<file path="src/rtl/sevenseg_scan_ctrl_pkg.sv">
// Shared types and constants for the seven-segment scan controller slice.
package sevenseg_pkg;

   localparam int CODE_W = 5;
   localparam int SEG_W  = 7;

   typedef enum logic {
      ST_BLANK = 1'b0,
      ST_SHOW  = 1'b1
   } scan_state_e;

   // One counter serves both phases, so it must hold the larger of the two lengths.
   function automatic int timer_width(input int slot_cycles, input int blank_cycles);
      int longest;
      longest = (slot_cycles > blank_cycles) ? slot_cycles : blank_cycles;
      return $clog2(longest + 1);
   endfunction

endpackage

</file>
<file path="src/rtl/sevenseg_scan_ctrl_if.sv">
// Frame-load handshake between the result logic (master) and the scan controller (slave).
interface sevenseg_scan_ctrl_if #(parameter int NUM_DIGITS = 4);
   import sevenseg_pkg::*;

   logic                         load_valid;
   logic                         load_ready;
   logic [CODE_W*NUM_DIGITS-1:0] load_data;

   modport master (output load_valid, output load_data, input load_ready);
   modport slave  (input load_valid, input load_data, output load_ready);

endinterface

</file>
<file path="src/rtl/sevenseg_scan_ctrl_timer.sv">
// Shared phase timer: reloads on every phase change, tc marks the last cycle of a phase.
module scan_slot_timer
   import sevenseg_pkg::*;
#(
   parameter int SLOT_CYCLES  = 50000,
   parameter int BLANK_CYCLES = 16,
   parameter int CNT_W        = timer_width(SLOT_CYCLES, BLANK_CYCLES)
) (
   input  logic             clk,
   input  logic             rst_n,
   input  scan_state_e      state,
   output logic             tc,
   output logic [CNT_W-1:0] count
);

   localparam logic [CNT_W-1:0] SLOT_LD  = CNT_W'(SLOT_CYCLES);
   localparam logic [CNT_W-1:0] BLANK_LD = CNT_W'(BLANK_CYCLES);

   // A cleared counter (after reset) first loads the current phase, which adds one cycle.
   always_ff @(posedge clk or negedge rst_n) begin
      if (!rst_n) begin
         count <= '0;
      end else if (count == '0) begin
         count <= (state == ST_SHOW) ? SLOT_LD : BLANK_LD;
      end else if (tc) begin
         count <= (state == ST_SHOW) ? BLANK_LD : SLOT_LD;
      end else begin
         count <= count - CNT_W'(1);
      end
   end

   assign tc = (count == CNT_W'(1));

endmodule

</file>
<file path="src/rtl/sevenseg_scan_ctrl.sv">
// Time-multiplexed scan controller for NUM_DIGITS common-anode digits with tear-free frame swap.
// Optional build macro LEADING_ZERO_BLANK_EN keeps leading-zero digits (above digit 0) dark.
module sevenseg_scan_ctrl
   import sevenseg_pkg::*;
#(
   parameter  int NUM_DIGITS   = 4,
   parameter  int SLOT_CYCLES  = 50000,
   parameter  int BLANK_CYCLES = 16,
   localparam int IDX_W        = $clog2(NUM_DIGITS)
) (
   input  logic                  clk,
   input  logic                  rst_n,
   sevenseg_scan_ctrl_if.slave   load,
   output logic [CODE_W-1:0]     code_out,
   output logic [NUM_DIGITS-1:0] an_n,
   output logic [IDX_W-1:0]      digit_idx,
   output logic                  frame_start
);

   localparam int CNT_W = timer_width(SLOT_CYCLES, BLANK_CYCLES);

   scan_state_e                          state_q, state_d;
   logic [NUM_DIGITS-1:0][CODE_W-1:0]    frame_q, pend_q;
   logic                                 pending_q;
   logic [CODE_W-1:0]                    code_q;
   logic [IDX_W-1:0]                     idx_q;
   logic                                 tc;
   logic [CNT_W-1:0]                     count;
   logic                                 swap;
   logic                                 lit;

   scan_slot_timer #(
      .SLOT_CYCLES (SLOT_CYCLES),
      .BLANK_CYCLES(BLANK_CYCLES),
      .CNT_W       (CNT_W)
   ) u_timer (
      .clk  (clk),
      .rst_n(rst_n),
      .state(state_q),
      .tc   (tc),
      .count(count)
   );

   // The pending frame only replaces the shown one as digit 0 is about to light.
   assign swap             = (state_q == ST_BLANK) && tc && (idx_q == '0) && pending_q;
   assign load.load_ready  = ~pending_q;
   assign digit_idx        = idx_q;

`ifdef LEADING_ZERO_BLANK_EN
   logic [NUM_DIGITS-1:0] nz_from;
   logic                  nz_acc;

   always_comb begin
      nz_acc  = 1'b0;
      nz_from = '0;
      for (int i = NUM_DIGITS - 1; i >= 0; i--) begin
         nz_acc     = nz_acc | (frame_q[i] != '0);
         nz_from[i] = nz_acc;
      end
   end

   assign lit = (idx_q == '0) || nz_from[idx_q];
`else
   assign lit = 1'b1;
`endif

   always_ff @(posedge clk or negedge rst_n) begin
      if (!rst_n) begin
         state_q <= ST_BLANK;
      end else begin
         state_q <= state_d;
      end
   end

   // Buffers, handshake and scan index; a full pending buffer blocks further loads.
   always_ff @(posedge clk or negedge rst_n) begin
      if (!rst_n) begin
         frame_q   <= '0;
         pend_q    <= '0;
         pending_q <= 1'b0;
         code_q    <= '0;
         idx_q     <= '0;
      end else begin
         code_q <= code_out;
         if (swap) begin
            frame_q <= pend_q;
         end
         if (load.load_valid && !pending_q) begin
            pend_q    <= load.load_data;
            pending_q <= 1'b1;
         end else if (swap) begin
            pending_q <= 1'b0;
         end
         if ((state_q == ST_SHOW) && tc) begin
            idx_q <= (idx_q == IDX_W'(NUM_DIGITS - 1)) ? '0 : idx_q + IDX_W'(1);
         end
      end
   end

   // The next code is presented in the last blank cycle so the decoder settles before lighting.
   always_comb begin
      state_d     = state_q;
      an_n        = '1;
      frame_start = 1'b0;
      code_out    = code_q;
      case (state_q)
         ST_BLANK: begin
            if (tc) begin
               state_d  = ST_SHOW;
               code_out = ((idx_q == '0) && pending_q) ? pend_q[0] : frame_q[idx_q];
            end
         end
         ST_SHOW: begin
            if (lit) begin
               an_n[idx_q] = 1'b0;
            end
            frame_start = (idx_q == '0) && (count == CNT_W'(SLOT_CYCLES));
            if (tc) begin
               state_d = ST_BLANK;
            end
         end
         default: state_d = ST_BLANK;
      endcase
   end

endmodule

</file>
<file path="src/flat_wrapper.sv">
// flat-port wrapper written by rule: the top's interface ports become plain ports
module sevenseg_scan_ctrl_flat import sevenseg_pkg::*;
#(
   parameter  int NUM_DIGITS   = 4,
   parameter  int SLOT_CYCLES  = 50000,
   parameter  int BLANK_CYCLES = 16,
   localparam int IDX_W        = $clog2(NUM_DIGITS)
)
  (clk, rst_n, code_out, an_n, digit_idx, frame_start, load_load_valid, load_load_data, load_load_ready);
  sevenseg_scan_ctrl_if #(.NUM_DIGITS(NUM_DIGITS)) load_i ();
  input  logic clk;
  input  logic rst_n;
  output logic [CODE_W-1:0] code_out;
  output logic [NUM_DIGITS-1:0] an_n;
  output logic [IDX_W-1:0] digit_idx;
  output logic frame_start;
  input wire logic [$bits(load_i.load_valid)-1:0] load_load_valid;
  input wire logic [$bits(load_i.load_data)-1:0] load_load_data;
  output wire logic [$bits(load_i.load_ready)-1:0] load_load_ready;
  assign load_i.load_valid = load_load_valid;
  assign load_i.load_data = load_load_data;
  assign load_load_ready = load_i.load_ready;
  sevenseg_scan_ctrl #(.NUM_DIGITS(NUM_DIGITS), .SLOT_CYCLES(SLOT_CYCLES), .BLANK_CYCLES(BLANK_CYCLES)) u_core (.clk(clk), .rst_n(rst_n), .load(load_i), .code_out(code_out), .an_n(an_n), .digit_idx(digit_idx), .frame_start(frame_start));
endmodule
</file>
<file path="config.mk">
export PLATFORM = sky130hd
export DESIGN_NAME = sevenseg_scan_ctrl_flat
export DESIGN_NICKNAME = d
export VERILOG_FILES = /design/src/rtl/sevenseg_scan_ctrl_pkg.sv /design/src/rtl/sevenseg_scan_ctrl_if.sv /design/src/rtl/sevenseg_scan_ctrl_timer.sv /design/src/rtl/sevenseg_scan_ctrl.sv /design/src/flat_wrapper.sv
export SDC_FILE = /design/constraint.sdc
export NUM_CORES = 1
export LEC_CHECK = 0
export CORE_AREA = 4 4 78 80
export CTS_BUF_LIST = sky130_fd_sc_hd__clkbuf_4
export DETAILED_ROUTE_END_ITERATION = 10
export DIE_AREA = 0 0 82 84
export DONT_BUFFER_PORTS = 1
export PLACE_DENSITY = 0.75
export SYNTH_ARGS = -nofsm -noshare
export SYNTH_HDL_FRONTEND = slang
export SYNTH_HIERARCHICAL = 1
export SYNTH_SLANG_ARGS = --single-unit
</file>
<file path="constraint.sdc">
create_clock -name clk -period 2.1 [get_ports clk]
set_input_delay 0.21 -clock clk [delete_from_list [all_inputs] [get_ports clk]]
set_output_delay 0.21 -clock clk [all_outputs]
set_load 0.03 [all_outputs]
</file>
Word-level counts from Yosys, hierarchy flattened
Index checks and enable logic that the tools add are counted.
{"block": "classes", "n_addsub": 2, "n_eq_ne": 3, "bitwise": 3, "n_mux": 19, "reduce_logical": 12, "n_lt_le_gt_ge": 2}
{"operator": "$mux W16", "n": 4}
{"operator": "$mux W5", "n": 4}
{"operator": "$eq A16 B1 Y1 const B", "n": 1}
{"operator": "$eq A16 B16 Y1 const B", "n": 1}
{"operator": "$logic_not A16 Y1", "n": 1}
{"operator": "$sub A16 B1 Y16 const B", "n": 1}
{"operator": "$bmux W5 S2", "n": 1}
{"operator": "$logic_and A1 B1 Y1", "n": 8}
{"operator": "$mux W1", "n": 6}
{"operator": "$mux W4", "n": 1}
{"operator": "$not A4 Y4", "n": 1}
{"operator": "$lt A2 B3 Y1 const B", "n": 1}
{"operator": "$add A2 B1 Y2 const B", "n": 1}
{"operator": "$demux W1 S2", "n": 1}
{"operator": "$eq A2 B2 Y1 const B", "n": 1}
{"operator": "$ge A2 B1 Y1 const B", "n": 1}
{"operator": "$logic_not A2 Y1", "n": 1}
{"operator": "$mux W2", "n": 1}
{"operator": "$not A1 Y1", "n": 2}
{"operator": "$pmux W1 S2", "n": 1}
{"operator": "$reduce_bool A2 Y1", "n": 1}
{"operator": "$logic_not A1 Y1", "n": 1}
{"block": "totals", "input_bits": 23, "regBits": 65, "word_cells": 54, "out_inout_bits": 13}

Depth between registers and ports, before layout
Gate-level depths: netlist of run 1.
{"block": "depth", "ltp_word": 6, "depth_mapped": 8, "ltp_nobuf": 7}

Cells and area by module
Netlist of run 1, hierarchy kept.
{"mod": "sevenseg_scan_ctrl", "cells_each": 153, "n_inst": 1, "seq_area_each_um2": 1226.2, "area_per_inst_um2": 2220.9}
{"mod": "scan_slot_timer", "cells_each": 87, "n_inst": 1, "seq_area_each_um2": 400.4, "area_per_inst_um2": 860.8}

Least setup slack after synthesis of run 1
No wires, ideal clock.
{"block": "synth_path", "path_type": "register to output", "start": "register u_core.u_timer.count[11]", "end": "output code_out[0]", "path_buffers": 1, "path_slack_ns": -0.575, "path_stages_with_launch": 9, "t_required_ns": 1.890, "t_arrival_ns": 2.465, "path_cell_list": "dfrtp_1 > or4_4 > nor4_4 > nand2_1 > nor2_1 > nor2b_1 > buf_1 > nor2_1 > a31oi_1"}
{"block": "synth_via", "elab_chain_len": 3}
{"item": "start: declaration", "line": "sevenseg_scan_ctrl_timer.sv:13", "source": "output logic [CNT_W-1:0] count"}
{"item": "start signal: assignment", "line": "sevenseg_scan_ctrl_timer.sv:24", "source": "count <= (state == ST_SHOW) ? SLOT_LD : BLANK_LD;"}
{"item": "start signal: assignment", "line": "sevenseg_scan_ctrl_timer.sv:26", "source": "count <= (state == ST_SHOW) ? BLANK_LD : SLOT_LD;"}
{"item": "start signal: assignment", "line": "sevenseg_scan_ctrl_timer.sv:28", "source": "count <= count - CNT_W'(1);"}
{"item": "$eq A16 B1 Y1", "line": "sevenseg_scan_ctrl_timer.sv:32", "source": "assign tc = (count == CNT_W'(1));"}
{"item": "via u_core.tc", "line": "sevenseg_scan_ctrl.sv:27", "source": "logic tc;"}
{"item": "$mux W5", "line": "sevenseg_scan_ctrl.sv:108", "source": "if (tc) begin"}
{"item": "$mux W5", "line": "sevenseg_scan_ctrl.sv:106", "source": "case (state_q)"}
{"item": "end: declaration", "line": "flat_wrapper.sv:13", "source": "output logic [CODE_W-1:0] code_out;"}
The timed path passes the listed nets, and every way through them passes these cells.

Worst setup path in the final report of run 1
Ends and elaborated chain as after synthesis.

==> results of run 1 <==
## kinds of logic (layout without fill, tap and decap cells)
kind of cell	after synthesis	count (layout)
adder cells (fa/ha/maj)	8	8
XOR/XNOR	11	11
multiplexers	45	45
buffers and inverters	15	85
AO/OA/AOI/OAI	19	19
AND/OR/NAND/NOR	77	80
flip-flops	65	65
## path summary, 6_finish.rpt
| path | endpoint | slack, ns |
|---|---|---|
| max in group asynchronous | u_core/pend_q[19] | 1.51 |
| worst max register to register | u_core/frame_q[11] | -0.30 |
| worst min-delay path | u_core/code_q[2] | 0.32 |
| worst min register to register | u_core/frame_q[18] | 0.52 |
| min in group clk | u_core/pend_q[7] | 0.39 |
| worst max-delay path | code_out[0] | -0.58 |
## stage by stage
stage	total power, W	cell area, µm²
2_1_floorplan	0.001651	3177
3_3_place_gp	0.001680	3430
3_5_place_dp	0.001692	3430
4_1_cts	0.002637	4068
5_1_grt	0.002745	4026
6_report	0.002627	4026
## metal layers
layer | share of wire, % | vias to the layer above
met1 | 42 | 1083
met4 | 1.0 | 0
met2 | 54 | 48
met3 | 3.3 | 8
met5 | 0 | -
li1 | - | 987
## power by group through the flow
stage          clock, W  sequential [W]  combinational, W
6_report       0.000875         0.00145          0.000300
5_1_grt        0.000959         0.00146          0.000321
4_1_cts        0.000896         0.00144          0.000298
3_5_place_dp          0         0.00146          0.000230
3_3_place_gp          0         0.00146          0.000221
2_1_floorplan         0         0.00144          0.000212
## cells in the final DEF, fill, tap and decap left out, drive strengths merged, types with 2 or more instances in the layout
master	Yosys	layout
mux4	5	5
ha	8	8
clkbuf	0	9
a31oi	5	5
mux2	40	40
or4	2	2
nand2	27	30
nor3	4	4
nand2b	2	2
dlygate4sd3	0	22
nor4	5	5
inv	7	9
nor3b	2	2
nor2	23	23
nand3	2	2
clkinv	0	3
o21ai	8	8
a21oi	4	4
buf	8	40
dfrtp	65	65
nor4bb	2	2
xnor2	10	10
## worst max-delay path, stage by stage (launching register included)
cell	delay, ns
dfrtp_1	0.41
or4_4	0.56
nor4_4	0.18
nand2_2	0.11
nor2_4	0.10
nor2b_4	0.16
buf_6	0.15
nor2_4	0.04
a31oi_4	0.31
## layout make-up
class                   instances  area share, %
multi-input cells             163          39.31
well taps                      72          2.237
repair buffers                 62          13.80
clock inverters                 7          1.927
flip-flops and latches         65          40.40
clock buffers                   9          1.678
inverters                       7         0.6526
## timing repair
| item | CTS | global route |
|---|---|---|
| gates cloned | 3 | 1 |
| endpoints found under the setup margin | 32 | 43 |
| resized for setup | 27 | 8 |
| buffers inserted | 13 | 4 |
| hold buffers | 23 | 0 |
| pin swaps | 2 | 0 |
| endpoints found under the hold margin | 86 | 0 |
## registers in the layout (all words and copies together) (netlist names)
signal and count:
u_core/state_q 1, u_core/pend_q 20, u_core/frame_q 20, u_core/pending_q 1, u_core/code_q 5, u_core/digit_idx 2
u_core/u_timer/count 16
==> results.cfg, run 1 <==
[yosys]
synth_top_area_share_pct = 52.78
syn-num-nets = 271
synth_area_um2 = 3082
synthesis.instances = 240
synth_edf_count = 0
synthMuxAreaShare_pct = 20.58
yosysWarnings = 6
ys_seq_area_share_pct = 52.78
synthAdderAreaFrac_pct = 3.248
synth_compound_area_share_pct = 3.938
synth-seq-cells = 65
syn_area_per_cell_um2 = 12.84
yosysTopAreaCell = dfrtp_1
ys.flop_type = dfrtp_1
async_flop_share_pct = 100.0
synth_common_cells = 65 x dfrtp_1, 26 x nand2_1, 23 x nor2_1
synthTopCellsByArea = dfrtp_1 53%, mux2_4 9.3%, mux2_2 7.7%
synth_xor_area_share_pct = 3.126
yosysMostFrequentCell = dfrtp_1
synth.distinct_cells = 39
synthSimpleGateAreaFrac_pct = 13.44
synth_top_family_by_area = multiplexers

[sta]
max_slew.worst_pin.slew_ns = 0.4919
setup_slack_ns = -0.5750
tns_ns = -8.962
fmax_ghz = 0.3738
setup_viol_count_final = 34
whs_ns = 0.3173
fin_crit_sh_pct = 127.4
slew_headroom_pct = 67.21
fin_skew_ns = 0.02031
period_minus_slack_ns = 2.675
slew_viol_final = 0
rsz0062_at_grt = yes
finalHoldViolations = 0

[layout]
syn_to_final_growth_pct = 30.65
antennaDiodeCount = 0
final_util_pct = 74.49
drive_gt1_share_pct = 41.53
fillerInstances = 338
fin_nets = 339
layoutNonFillerInstCount = 385
regArea_um2 = 1627
multiInputGateArea_um2 = 1583

[global_route]
met2_usage_pct = 37.55
grt-busiest-layer = met2
global_route.usage.met1_pct = 26.84
gr-total-overflow = 0
antenna_found_initial = 0
grt_pass1_wl_um = 11340
grt_pass1_vias = 2307
grtUsageTotal_pct = 22.24
grt_use_met3_pct = 6.263
grt_max_degree = 66

[critical_path]
cp-startpoint = u_core/u_timer/count[11]
endpoint_kind = output pin
cp-start-kind = flop
cp.arrival_ns = 2.47
critical_path_class = reg2out
path_max_fanout = 7
r2r-start = u_core/u_timer/count[11]
reg2regPathDepth = 9
worstPathRequired_ns = 1.89

[clocking]
cts_sinks = 65
clk_pin_slew_ns = 0.13
cts_max_path_buffers = 2
cts_root_buf = clkbuf_4
htreeDepth = 3
clk_latency_ns = 0.42
tritoncts = done
cts_made_buffers = 9

[status]
status = finished, violations left
violations = setup timing

[worst_hold_path]
hp-class = in2async

[placement]
port_buffers = 0
dp_cells = 335
hpwlAfterDp_um = 3996
place_congestion = 0.8552
dp_slack_ns = -0.2265

[power_and_ir_drop]
irDropWorstVdd_v = 0.0005070
pwr_density_cell_nw_per_um2 = 652.4
internal-power_w = 0.001922
p_comb_share_pct = 11.4
power.share.clock_pct = 33.3
sw_frac_of_total_pct = 26.84
power_leakage_nw = 1.768
p_seq_share_pct = 55.2
switchingPower_w = 0.0007051

[run]
maxCapViolCount = 0

[drt]
via_count = 2126
ant_nets = 0
first_pass_iters = 4
viasPerCell = 5.522
drt_wl_total_um = 7005
dr.first_iter.drc_count = 101
wl_per_cell_um = 18.19
drc = 0

[floorplanning]
dieWidth_um = 82
core_area_um2 = 5405
rows = 27
io_pins = 36
dieArea_um2 = 6888
fp.dieH_um = 84
initial_core_util_pct = 57.01
(Power assumes the default switching activity.)
==> run 2: changes to the inputs <==
--- a/config.mk
+++ b/config.mk
@@ -6,7 +6,7 @@
 export NUM_CORES = 1
 export LEC_CHECK = 0
 export CORE_AREA = 4 4 78 80
-export CTS_BUF_LIST = sky130_fd_sc_hd__clkbuf_4
+export CTS_BUF_LIST = sky130_fd_sc_hd__clkbuf_8
 export DETAILED_ROUTE_END_ITERATION = 10
 export DIE_AREA = 0 0 82 84
 export DONT_BUFFER_PORTS = 1
==> results.cfg, run 2 (synthesized netlist as in run 1, its figures left out) <==
[power_and_ir_drop]
p_comb_share_pct = 10.1
sw_frac_of_total_pct = 25.66
internal-power_w = 0.002097
irDropWorstVdd_v = 0.0005864
power_leakage_nw = 1.765
power.share.clock_pct = 38.6
switchingPower_w = 0.0007239
p_seq_share_pct = 51.3
pwr_density_cell_nw_per_um2 = 704.3

[clocking]
clk_latency_ns = 0.34
cts_max_path_buffers = 2
cts_made_buffers = 9
cts_root_buf = clkbuf_8
htreeDepth = 3
clk_pin_slew_ns = 0.08
cts_sinks = 65
tritoncts = done

[layout]
fillerInstances = 345
drive_gt1_share_pct = 42.81
antennaDiodeCount = 0
final_cell_area_um2 = 4005
layout_commonest_cell = dfrtp_1
layoutNonFillerInstCount = 378
fin_nets = 332
reg.largest.list = u_core/frame_q (20), u_core/pend_q (20), u_core/u_timer/count (16)
syn_to_final_growth_pct = 29.96
layout_common_cells = 65 x dfrtp_1, 34 x buf_4, 25 x nand2_1

[critical_path]
path_depth = 8
cp.arrival_ns = 2.40
cp-start-kind = flop
endpoint_kind = output pin
rr_endpoint = u_core/frame_q[6]
worstPathRequired_ns = 1.89
path_max_fanout = 7
cp-startpoint = u_core/u_timer/count[11]
crit_top_cell = nor2_4
slowest_delay_ns = 0.56
path_buf_inv = 1
critical_path_class = reg2out
rrSetupSlack_ns = -0.25
cp_cell_sequence = or4_4, nor4_4, nand2_2, nor2_4, nor2b_4, buf_6, nor2_4, a31oi_4
cpLargestDelayFamily = simple AND/OR/NAND/NOR gates
r2r-start = u_core/u_timer/count[11]
endpoint = code_out[0]
reg2regPathDepth = 8
cp_slowest_cell = or4_4

[placement]
port_buffers = 0
place_congestion = 0.8552
dp_cells = 335
placed_area_um2 = 3430
hpwlAfterDp_um = 3996

[sta]
setup_viol_count_final = 35
period_minus_slack_ns = 2.610
rsz0062_at_grt = yes
fmax_ghz = 0.3831
finalHoldViolations = 0
fin_crit_sh_pct = 124.3
setup_slack_ns = -0.5102
fin_skew_ns = 0.01049
slew_viol_final = 0
slew_headroom_pct = 43.86
max_slew.worst_pin.slew_ns = 0.8421

[floorplanning]
dieWidth_um = 82
fp.dieH_um = 84
rows = 27
dieArea_um2 = 6888
initial_core_util_pct = 57.01
core_area_um2 = 5405
io_pins = 36

[drt]
dr.first_iter.drc_count = 125
first_pass_iters = 5
drc = 0
viasPerCell = 5.545
drt_wl_total_um = 7076
wl_per_cell_um = 18.72
ant_nets = 0
via_count = 2096

[global_route]
gr-total-overflow = 0
grt_pass1_wl_um = 11380
grt_pass1_vias = 2329
antenna_found_initial = 0
grtUsageTotal_pct = 22.24
grt_max_degree = 66

[run]
maxCapViolCount = 0

[worst_hold_path]
hp-class = in2reg

[status]
status = finished, violations left
violations = setup timing
run 2: cell count changes in the layout (fill, tap and decap cells not counted), moves of 2 or more:
cell	delta
clkbuf_8	+9
buf_6	+3
nor4_1	+2
dlygate4sd3_1	-9
clkbuf_4	-9
nor4_2	-2
run 2: worst min-delay path by stage:
stage	to	slack [ns]	start	cells past startpoint
4_1_cts	u_core/pend_q[19]	0.0002	load_load_data[19]	1
3_5_place_dp	u_core/u_timer/count[5]	-0.08	rst_n	0
5_1_grt	u_core/pend_q[5]	-0.005	load_load_data[5]	1
2_1_floorplan	u_core/code_q[0]	-0.09	rst_n	0
3_3_place_gp	u_core/u_timer/count[5]	-0.08	rst_n	0
6_report	u_core/pend_q[5]	0.01	load_load_data[5]	1
run 2: what timing repair did:
item / CTS / global route
setup buffers: 11 / 6
hold buffers: 11 / 3
endpoints found under the hold margin: 74 / 3
pin swaps: 2 / 0
cloned: 3 / 1
setup endpoints to repair: 32 / 48
gates resized for setup: 24 / 9
run 2: final cells by class:
| class | instances | area (µm²) | area share, % |
|---|---|---|---|
| flip-flops and latches | 65 | 1627 | 40.61 |
| multi-input cells | 163 | 1569 | 39.18 |
| repair buffers | 55 | 491.7 | 12.28 |
| clock buffers | 9 | 123.9 | 3.093 |
| well taps | 72 | 90.09 | 2.249 |
| clock inverters | 7 | 77.57 | 1.937 |
| inverters | 7 | 26.28 | 0.6560 |
run 2: layer usage:
layer  part of all wire [%]  GRT usage, %
met5                      0             0
met4                    2.5         8.157
met3                    4.1         7.019
met2                     52         37.40
met1                     41         26.12
run 2: power by group through the flow:
stage	sequential, W	combinational (W)	clock (W)
6_report	0.00145	0.000285	0.00109
5_1_grt	0.00146	0.000306	0.00117
4_1_cts	0.00145	0.000283	0.00111
3_5_place_dp	0.00146	0.000230	0
3_3_place_gp	0.00146	0.000221	0
2_1_floorplan	0.00144	0.000212	0
run 2: per-stage QoR:
| stage | setup TNS, ns | utilization (%) | hold slack [ns] | setup slack [ns] | power, W |
|---|---|---|---|---|---|
| final | -7.201 | 74.10 | 0.01248 | -0.5102 | 0.002821 |
| after detailed placement | -5.744 | 63.45 | -0.08317 | -0.2265 | 0.001692 |
| after global placement | -3.977 | 63.45 | -0.08269 | -0.1541 | 0.001680 |
| after floorplan | -3.371 | - | -0.08559 | -0.1732 | 0.001651 |
| after global routing | -9.752 | 74.10 | -0.005166 | -0.5724 | 0.002935 |
| after CTS | -6.717 | 73.63 | 0.0001784 | -0.4482 | 0.002834 |
==> run 3: changes to the inputs <==
==> constraint.sdc (replaced) <==
create_clock -name clk -period 2.4 [get_ports clk]
set_input_delay 0.24 -clock clk [delete_from_list [all_inputs] [get_ports clk]]
set_output_delay 0.24 -clock clk [all_outputs]
set_load 0.03 [all_outputs]
==> results.cfg, run 3 (synthesized netlist as in run 1, its figures left out) <==
[placement]
place_congestion = 0.8116
port_buffers = 0
hpwlAfterDp_um = 4175
dp_slack_ns = -0.06924

[critical_path]
cp.arrival_ns = 2.35
path_depth = 8
path_max_fanout = 2
cp-startpoint = u_core/u_timer/count[10]
worstPathRequired_ns = 2.16
endpoint_kind = output pin
cp-start-kind = flop
endpoint = code_out[4]
cp_cell_sequence = or4_4, nor4_4, nand2_2, nor2_2, nor2b_4, buf_4, nor2_1, a31oi_4
slowest_delay_ns = 0.54
critical_path_class = reg2out
rr_endpoint = u_core/frame_q[16]
reg2regPathDepth = 8
path_buf_inv = 1
cp_slowest_cell = or4_4
rrSetupSlack_ns = 0.09
cpLargestDelayFamily = simple AND/OR/NAND/NOR gates
r2r-start = u_core/u_timer/count[10]

[power_and_ir_drop]
irDropWorstVdd_v = 0.0005719
pwr_density_cell_nw_per_um2 = 687.3
power_leakage_nw = 1.615

[floorplanning]
fp.dieH_um = 84
dieWidth_um = 82
core_area_um2 = 5405
initial_core_util_pct = 57.01
dieArea_um2 = 6888
rows = 27
io_pins = 36

[sta]
setup_slack_ns = -0.1949
fin_crit_sh_pct = 108.1
slew_headroom_pct = 56.86
period_minus_slack_ns = 2.595
setup_viol_count_final = 5
fmax_ghz = 0.3854
finalHoldViolations = 0
rsz0062_at_grt = yes
fin_skew_ns = 0.01055
max_slew.worst_pin.slew_ns = 0.6470
slew_viol_final = 0
tns_ns = -0.9511

[drt]
via_count = 1904
drc = 0
wl_per_cell_um = 17.80
drt_wl_total_um = 6175
first_pass_iters = 4
ant_nets = 0
dr.first_iter.drc_count = 112
viasPerCell = 5.487

[layout]
syn_to_final_growth_pct = 20.34
layout_common_cells = 65 x dfrtp_1, 25 x nand2_1, 22 x buf_4
fin_nets = 301
drive_gt1_share_pct = 39.27
layout_commonest_cell = dfrtp_1
reg.largest.list = u_core/frame_q (20), u_core/pend_q (20), u_core/u_timer/count (16)
antennaDiodeCount = 0
final_util_pct = 68.61

[worst_hold_path]
hp-class = in2reg
holdPathStages = 1

[clocking]
cts_sinks = 65
clk_latency_ns = 0.35
cts_made_buffers = 9
cts_max_path_buffers = 2
htreeDepth = 3
tritoncts = done
clk_pin_slew_ns = 0.07
cts_root_buf = clkbuf_8

[global_route]
antenna_found_initial = 0
grt_pass1_vias = 2117
grt_pass1_wl_um = 10250
grt_max_degree = 66
gr-total-overflow = 0
grtUsageTotal_pct = 20.10

[run]
maxCapViolCount = 0

[status]
status = finished, violations left
violations = setup timing
-- run 3: cell type report --
cell class | count | area [µm²]
Inverter | 7 | 26.28
Tap cell | 72 | 90.09
Clock inverter | 7 | 102.6
Timing Repair Buffer | 25 | 214.0
Sequential cell | 65 | 1627
Multi-Input combinational cell | 162 | 1525
Clock buffer | 9 | 123.9
Fill cell | 403 | 1697
-- run 3: what timing repair did --
| action | 4_1_cts | 5_1_grt |
|---|---|---|
| hold buffers | 2 | 0 |
| endpoints found under the setup margin | 25 | 25 |
| gates resized for setup | 10 | 4 |
| hold endpoints to repair | 65 | 0 |
| cloned | 1 | 1 |
| buffers inserted | 4 | 1 |
-- run 3: routing by layer --
metal / vias up / global-route usage [%] / share of wire [%] / wire (µm)
li1: 898 / - / - / -
met1: 951 / 23.51 / 41 / 2547
met2: 43 / 32.92 / 52 / 3224
met3: 12 / 5.400 / 4.4 / 269
met4: 0 / 10.73 / 2.2 / 133
met5: - / 0 / 0 / 0
-- run 3: stage by stage --
stage | cells | hold slack, ns | area (µm²) | total power (W)
after floorplan | 240 | -0.05559 | 3161 | 0.001445
after global placement | 323 | -0.05245 | 3327 | 0.001473
final | 347 | 0.01343 | 3709 | 0.002549
after detailed placement | 323 | -0.05249 | 3327 | 0.001492
after CTS | 346 | 0.001328 | 3677 | 0.002570
after global routing | 347 | 0.005579 | 3709 | 0.002657
-- run 3: worst min path at each step --
stage               startpoint                       to
6_report       load_load_valid         u_core/pending_q
3_3_place_gp             rst_n  u_core/u_timer/count[9]
2_1_floorplan            rst_n         u_core/code_q[0]
4_1_cts        load_load_valid         u_core/pending_q
5_1_grt        load_load_valid         u_core/pending_q
3_5_place_dp             rst_n  u_core/u_timer/count[8]
-- run 3: report_power, final --
part / switching [W] / leakage (nW) / internal (W)
clock: 0.000454 / 0.110 / 0.000595
sequential: 0.0000671 / 0.777 / 0.00120
combinational: 0.000101 / 0.728 / 0.000131
